`src/rtl/uart_pkg.sv`:
```
// Shared types, oversampling constants and helpers for the UART receive path.
package uart_pkg;

    typedef enum logic [2:0] {
        IDLE    = 3'd0,
        START   = 3'd1,
        DATA    = 3'd2,
        PARITY  = 3'd3,
        STOP    = 3'd4,
        BRKWAIT = 3'd5
    } rx_state_t;

    typedef enum logic [1:0] {
        WLS5 = 2'b00,
        WLS6 = 2'b01,
        WLS7 = 2'b10,
        WLS8 = 2'b11
    } wls_t;

    localparam logic [4:0] OS16  = 5'd16;
    localparam logic [4:0] OS13  = 5'd13;
    localparam logic [4:0] MID16 = 5'd8;
    localparam logic [4:0] MID13 = 5'd6;

    function automatic logic [3:0] wls_to_bits(input wls_t wls);
        logic [3:0] bits;
        case (wls)
            WLS5:    bits = 4'd5;
            WLS6:    bits = 4'd6;
            WLS7:    bits = 4'd7;
            WLS8:    bits = 4'd8;
            default: bits = 4'd8;
        endcase
        return bits;
    endfunction

    function automatic logic maj3(input logic a, input logic b, input logic c);
        return (a & b) | (a & c) | (b & c);
    endfunction

endpackage

```
`src/rtl/uart_rx_sync.sv`:
```
// Metastability synchroniser for the serial input plus falling-edge detect.
module uart_rx_sync #(
    parameter int SYNC_STAGES = 2
) (
    input  logic clk,
    input  logic rstn,
    input  logic sin,
    output logic sin_s,
    output logic sin_fall
);

    logic [SYNC_STAGES-1:0] sync_q;
    logic                   prev_q;

    // Synchroniser chain and previous-value flop, preset to the idle-high line level.
    always_ff @(posedge clk or negedge rstn) begin
        if (!rstn) begin
            sync_q <= {SYNC_STAGES{1'b1}};
            prev_q <= 1'b1;
        end else begin
            sync_q <= {sync_q[SYNC_STAGES-2:0], sin};
            prev_q <= sync_q[SYNC_STAGES-1];
        end
    end

    assign sin_s    = sync_q[SYNC_STAGES-1];
    assign sin_fall = prev_q & ~sync_q[SYNC_STAGES-1];

endmodule

```
`src/rtl/uart_rx.sv`:
```
// UART receiver: start detect, mid-bit sampling, 5-8 data bits, optional parity, stop/break check.
// Build option UART_RX_MAJORITY_EN: 2-of-3 vote around each bit centre, decided one tick late.
module uart_rx
    import uart_pkg::*;
#(
    parameter int SYNC_STAGES = 2
) (
    input  logic       clk,
    input  logic       rstn,
    input  logic       bclk,
    input  logic       mode_osl,
    input  logic       sin,
    input  logic [1:0] lcr_wls,
    input  logic       lcr_pen,
    input  logic       lcr_eps,
    output logic [7:0] rx_data,
    output logic       rx_valid,
    output logic       rx_pe,
    output logic       rx_fe,
    output logic       rx_bi,
    output logic       rx_busy
);

    logic       sin_s;
    logic       sin_fall;

    rx_state_t  state_q, state_d;
    logic [4:0] cnt_q, cnt_d;
    logic [2:0] bit_idx_q, bit_idx_d;
    logic [7:0] shift_q, shift_d;
    logic       par_q, par_d;
    logic       zero_q, zero_d;
    logic       osl_q, osl_d;
    logic [3:0] nbits_q, nbits_d;
    logic       pen_q, pen_d;
    logic       eps_q, eps_d;

    logic [7:0] data_q, data_d;
    logic       valid_q, valid_d;
    logic       pe_q, pe_d;
    logic       fe_q, fe_d;
    logic       bi_q, bi_d;
    logic       busy_q, busy_d;

    logic [4:0] os_s, mid_s, start_tap_s, tap_s, next_cnt_s;
    logic       at_tap_s, bit_s, last_bit_s, brk_s, done_s;

    uart_rx_sync #(.SYNC_STAGES(SYNC_STAGES)) u_sync (
        .clk      (clk),
        .rstn     (rstn),
        .sin      (sin),
        .sin_s    (sin_s),
        .sin_fall (sin_fall)
    );

    assign os_s  = osl_q ? OS13 : OS16;
    assign mid_s = osl_q ? MID13 : MID16;

`ifdef UART_RX_MAJORITY_EN
    logic [1:0] smp_q;

    // Last two oversamples feeding the vote; the current one completes the triple.
    always_ff @(posedge clk or negedge rstn) begin
        if (!rstn) begin
            smp_q <= 2'b11;
        end else if (bclk && (state_q != IDLE)) begin
            smp_q <= {smp_q[0], sin_s};
        end else begin
            smp_q <= smp_q;
        end
    end

    assign start_tap_s = mid_s;
    assign bit_s       = maj3(smp_q[1], smp_q[0], sin_s);
`else
    assign start_tap_s = mid_s - 5'd1;
    assign bit_s       = sin_s;
`endif

    assign tap_s      = (state_q == START) ? start_tap_s : (os_s - 5'd1);
    assign at_tap_s   = bclk && (cnt_q == tap_s);
    assign next_cnt_s = !bclk ? cnt_q : (at_tap_s ? 5'd0 : cnt_q + 5'd1);
    assign last_bit_s = ({1'b0, bit_idx_q} == (nbits_q - 4'd1));
    assign brk_s      = zero_q && !bit_s;
    assign done_s     = (state_q == STOP) && at_tap_s;

    // State register.
    always_ff @(posedge clk or negedge rstn) begin
        if (!rstn) begin
            state_q <= IDLE;
        end else begin
            state_q <= state_d;
        end
    end

    // Next-state logic.
    always_comb begin
        state_d = state_q;
        case (state_q)
            IDLE:    if (sin_fall) state_d = START; else state_d = IDLE;
            START:   if (at_tap_s) state_d = bit_s ? IDLE : DATA; else state_d = START;
            DATA:    if (at_tap_s && last_bit_s) state_d = pen_q ? PARITY : STOP; else state_d = DATA;
            PARITY:  if (at_tap_s) state_d = STOP; else state_d = PARITY;
            STOP:    if (at_tap_s) state_d = brk_s ? BRKWAIT : IDLE; else state_d = STOP;
            BRKWAIT: if (sin_s) state_d = IDLE; else state_d = BRKWAIT;
            default: state_d = IDLE;
        endcase
    end

    // Datapath next values: tick counter, shifter, running parity and all-zero tracker.
    always_comb begin
        cnt_d     = cnt_q;
        bit_idx_d = bit_idx_q;
        shift_d   = shift_q;
        par_d     = par_q;
        zero_d    = zero_q;
        osl_d     = osl_q;
        nbits_d   = nbits_q;
        pen_d     = pen_q;
        eps_d     = eps_q;
        case (state_q)
            IDLE: begin
                if (sin_fall) begin
                    cnt_d     = 5'd0;
                    bit_idx_d = 3'd0;
                    shift_d   = 8'd0;
                    par_d     = 1'b0;
                    zero_d    = 1'b1;
                    osl_d     = mode_osl;
                    nbits_d   = wls_to_bits(wls_t'(lcr_wls));
                    pen_d     = lcr_pen;
                    eps_d     = lcr_eps;
                end else begin
                    cnt_d = 5'd0;
                end
            end
            START, STOP: cnt_d = next_cnt_s;
            DATA: begin
                cnt_d = next_cnt_s;
                if (at_tap_s) begin
                    shift_d[bit_idx_q] = bit_s;
                    par_d              = par_q ^ bit_s;
                    zero_d             = zero_q & ~bit_s;
                    bit_idx_d          = bit_idx_q + 3'd1;
                end else begin
                    shift_d = shift_q;
                end
            end
            PARITY: begin
                cnt_d = next_cnt_s;
                if (at_tap_s) begin
                    par_d  = par_q ^ bit_s;
                    zero_d = zero_q & ~bit_s;
                end else begin
                    par_d = par_q;
                end
            end
            default: cnt_d = 5'd0;
        endcase
    end

    // Datapath registers.
    always_ff @(posedge clk or negedge rstn) begin
        if (!rstn) begin
            cnt_q     <= 5'd0;
            bit_idx_q <= 3'd0;
            shift_q   <= 8'd0;
            par_q     <= 1'b0;
            zero_q    <= 1'b0;
            osl_q     <= 1'b0;
            nbits_q   <= 4'd8;
            pen_q     <= 1'b0;
            eps_q     <= 1'b0;
        end else begin
            cnt_q     <= cnt_d;
            bit_idx_q <= bit_idx_d;
            shift_q   <= shift_d;
            par_q     <= par_d;
            zero_q    <= zero_d;
            osl_q     <= osl_d;
            nbits_q   <= nbits_d;
            pen_q     <= pen_d;
            eps_q     <= eps_d;
        end
    end

    // Output next values; par_q holds the ones-count parity of data plus parity bit at STOP.
    always_comb begin
        valid_d = 1'b0;
        data_d  = data_q;
        pe_d    = pe_q;
        fe_d    = fe_q;
        bi_d    = bi_q;
        busy_d  = (state_d != IDLE);
        if (done_s) begin
            valid_d = 1'b1;
            data_d  = brk_s ? 8'd0 : shift_q;
            pe_d    = pen_q && (eps_q ? par_q : !par_q);
            fe_d    = !bit_s;
            bi_d    = brk_s;
        end else begin
            valid_d = 1'b0;
        end
    end

    // Output registers.
    always_ff @(posedge clk or negedge rstn) begin
        if (!rstn) begin
            data_q  <= 8'd0;
            valid_q <= 1'b0;
            pe_q    <= 1'b0;
            fe_q    <= 1'b0;
            bi_q    <= 1'b0;
            busy_q  <= 1'b0;
        end else begin
            data_q  <= data_d;
            valid_q <= valid_d;
            pe_q    <= pe_d;
            fe_q    <= fe_d;
            bi_q    <= bi_d;
            busy_q  <= busy_d;
        end
    end

    assign rx_data  = data_q;
    assign rx_valid = valid_q;
    assign rx_pe    = pe_q;
    assign rx_fe    = fe_q;
    assign rx_bi    = bi_q;
    assign rx_busy  = busy_q;

endmodule

```
`config.mk`:
```
export PLATFORM = sky130hd
export DESIGN_NAME = uart_rx
export DESIGN_NICKNAME = d
export VERILOG_FILES = /design/src/rtl/uart_pkg.sv /design/src/rtl/uart_rx_sync.sv /design/src/rtl/uart_rx.sv
export SDC_FILE = /design/constraint.sdc
export NUM_CORES = 1
export LEC_CHECK = 0
export ABC_AREA = 1
export BUFFER_PORTS_ARGS = -buffer_cell sky130_fd_sc_hd__buf_2
export CAP_MARGIN = 20
export CORE_MARGIN = 8
export CORE_UTILIZATION = 30
export DETAILED_ROUTE_END_ITERATION = 10
export PLACE_DENSITY_LB_ADDON = 0.08
export SETUP_SLACK_MARGIN = 0.2
export SLEW_MARGIN = 20
export SYNTH_ARGS = -nofsm -noshare
export SYNTH_HDL_FRONTEND = slang
export SYNTH_HIERARCHICAL = 1
export SYNTH_SLANG_ARGS = --single-unit
```
`constraint.sdc`:
```
create_clock -name clk -period 1.8 [get_ports clk]
set_input_delay 0.18 -clock clk [delete_from_list [all_inputs] [get_ports clk]]
set_output_delay 0.18 -clock clk [all_outputs]
set_load 0.005 [all_outputs]
```
==> out/results.tsv <==
metric	value	unit
tightest_slew	0.4706	ns
synth-seq-area-share	47.71	%
drt_wl_total	5.166	mm
hold_path_class	input pin to flop	
regToRegSetupSlack	0.22	ns
n_fill_cell	823	
pwr-share-seq	44.9	%
drc	0	
clockPowerShare	23.0	%
final_cell_count_no_fill	426	
setup_viol	0	
vias	1885	
io_buffers	21	
max_freq	632.5	MHz
first_pass_iters	4	
slowest_delay	0.44	ns
syn_area_per_cell	8.251	µm²
grt_max_degree	20	
hold_viol_final	0	
total_power	2.953	mW
r2r_cells	9	
drt-initial-drc-count	64	
r2r_start	cnt_q[1]$_DFFE_PN0P_	
relSlewSlack	68.51	%
cts.sinks	44	
die_w	103.9	µm
gp_congestion	0.7660	
clk_pin_slew	0.09	ns
postSynthRegisterBits	44	
synth_nets	297	
end_kind	flop	
holdPathEnd	eps_q$_DFFE_PN0P_	
internal_power	1.878	mW
synth_cell_types	27	
cap_violations	0	
regArea	0.001110	mm²
multi_input_area	0.001095	mm²
ctsLongestPathBuffers	2	
cp_cell_sequence	nand2_1 -> nand3_2 -> nor2_4 -> nand3_4 -> buf_4 -> o21ai_2 -> nand3_1 -> nand2_1 -> nor2_1	
via_per_inst	4.425	
dieHeight	103.9	µm
syn_to_final_growth	20.78	%
start_util	30.48	%
grt_pass1_wl	9.163	mm
p_sw_share	36.42	%
drtAntennaViolNets	0	
grt_overflow_total	0	
required	1.99	ns
antenna_found_initial	0	
slew_violations	0	
p_sw	1.076	mW
critPathLaunchType	flop	
fin_tns_setup	0	ns
drive_gt1_share	27.47	%
rr_endpoint	par_q$_DFFE_PN0P_	
worst-setup-path-type	flop to flop	
die_area	0.01080	mm²
fp-row-count	32	
insertion_delay	0.30	ns
pwr-share-comb	32.1	%
cts_buffers	5	
synthCells	281	
crit_fanout	9	
critical-path-top-cell-by-count	nand2_1	
dp.cells	407	
skew	0.004898	ns
critPathLaunch	cnt_q[1]$_DFFE_PN0P_	
clockRootBuffer	clkbuf_8	
core_area	0.007607	mm²
grtUsageTotal	10.12	%
cpMaxStageDelayCell	dfrtp_1	
hpwlAfterDp	3.843	mm
nNetsFinal	339	
arrival	1.77	ns
post_drt_wl_per_cell	12.13	µm
peakVddDrop	0.4296	mV
synth_area	0.002318	mm²
p_per_area	1055	mW/mm²
fin_crit_sh	87.84	%
yosys_warnings	6	
hold_depth	3	
h-tree-depth	2	
cts_tree	built	
ios	22	
min_from	lcr_eps	
diodes	0	
rsz0062_at_grt	yes	
status	complete, no violations	
p_leak	1.419	nW
grt_pass1_vias	1925	
min_period	1.581	ns
[placed cells by master (no fill, tap or decap)]
cell type,synthesis,final
nand2_4,2,1
dlygate4sd3_1,0,2
ha_1,7,6
nand3_2,2,3
nor2_4,5,6
dfrtp_2,0,3
o21ai_2,1,1
nand3_1,25,24
a21oi_1,7,7
nor3_1,4,4
nand2_1,71,68
nand4_1,6,6
buf_2,3,22
nand2_2,5,8
xnor2_1,2,2
o21ai_0,28,27
buf_4,0,16
nand3b_1,1,1
o21ai_1,0,1
nor2_1,29,27
clkinv_1,1,1
buf_6,2,1
clkinvlp_4,0,2
dfrtp_1,40,37
nor2_2,3,4
o31ai_2,1,1
clkbuf_8,0,6
nand2_8,0,1
inv_1,23,20
ha_4,0,1
xor2_1,2,2
dfstp_2,4,4
nand3_4,1,1
inv_2,5,8
[registers in the layout (all words and copies together), names as in the netlist]
name / flops
rx_busy: 1
par_q: 1
shift_q: 8
pen_q: 1
eps_q: 1
rx_pe: 1
u_sync/sync_q: 2
u_sync/prev_q: 1
rx_fe: 1
nbits_q: 4
cnt_q: 5
zero_q: 1
rx_data: 8
state_q: 3
osl_q: 1
rx_bi: 1
rx_valid: 1
bit_idx_q: 3
[routing by layer]
| metal | up-vias | GRT usage (%) | routed length (µm) |
|---|---|---|---|
| met1 | 856 | 13.45 | 2627 |
| met3 | 4 | 2.478 | 197 |
| met5 | - | 0 | 0 |
| met2 | 31 | 15.90 | 2298 |
| li1 | 994 | - | - |
| met4 | 0 | 2.792 | 44 |
[logic make-up after synthesis]
group,Yosys count,synth area share [%]
fa+ha+maj,7,3.777
compound gates,37,8.472
xor+xnor,4,1.511
simple gates,154,31.57
buf+inv,35,6.961
flops,44,47.71
[repair_timing]
item	4_1_cts	5_1_grt
setup buffers	1	7
hold buffers	2	0
setup endpoints to repair	5	34
pin swaps	0	5
hold endpoints to repair	13	0
cloned	0	1
resized for setup	5	12
[cell usage after synthesis, drive strengths merged]
cell type,number,area (µm²)
nand2,78,320.3
dfrtp,40,1001
nor2,37,183.9
o21ai,29,148.9
inv,28,105.1
nand3,28,162.7
a21oi,7,35.03
ha,7,87.58
buf,6,52.54
nand4,6,37.54
dfstp,4,105.1
nor3,4,20.02
xnor2,2,17.52
xor2,2,17.52
clkinv,1,3.750
nand3b,1,7.510
o31ai,1,12.51
[worst max-delay path: cells and delay by family, from the launching register on]
kind                   cells  cell delay (ns)
and+or+nand+nor            7             0.70
DFF                        1             0.44
buffers and inverters      1             0.18
AOI/OAI and AO/OA          1             0.15
[layout make-up]
class,instances,area share (%)
clock buffers,6,2.949
clock inverters,2,0.5362
inverters,29,3.887
multi-input cells,202,39.10
flip-flops and latches,44,39.63
well taps,102,4.558
repair buffers,41,9.339
[worst max-delay path by stage]
| stage | end | cells past startpoint |
|---|---|---|
| floorplan | rx_busy$_DFF_PN0_ | 12 |
| global placement | rx_busy$_DFF_PN0_ | 7 |
| detailed placement | rx_busy$_DFF_PN0_ | 12 |
| CTS | rx_data[4]$_DFFE_PN0P_ | 8 |
| global route | rx_busy$_DFF_PN0_ | 12 |
| finish | par_q$_DFFE_PN0P_ | 9 |
[through the flow]
| stage | hold WS (ns) | utilization [%] | setup WS [ns] | instance area (µm²) |
|---|---|---|---|---|
| after floorplan | -0.1156 | - | 0.2989 | 2318 |
| after global placement | 0.1330 | 33.73 | 0.2067 | 2566 |
| after detailed placement | 0.1269 | 33.73 | 0.1708 | 2566 |
| after CTS | 0.06753 | 35.58 | 0.2101 | 2706 |
| after global routing | 0.08389 | 36.81 | 0.04996 | 2800 |
| final | 0.07505 | 36.81 | 0.2189 | 2800 |
[power by group through the flow]
stage | Combinational (mW) | Clock [mW] | Sequential [mW]
finish | 0.949 | 0.679 | 1.33
global route | 1.10 | 0.745 | 1.36
CTS | 0.889 | 0.710 | 1.33
detailed placement | 0.823 | 0 | 1.35
global placement | 0.823 | 0 | 1.35
floorplan | 0.650 | 0 | 1.31
No activity file was read; power rests on OpenSTA's default activity.
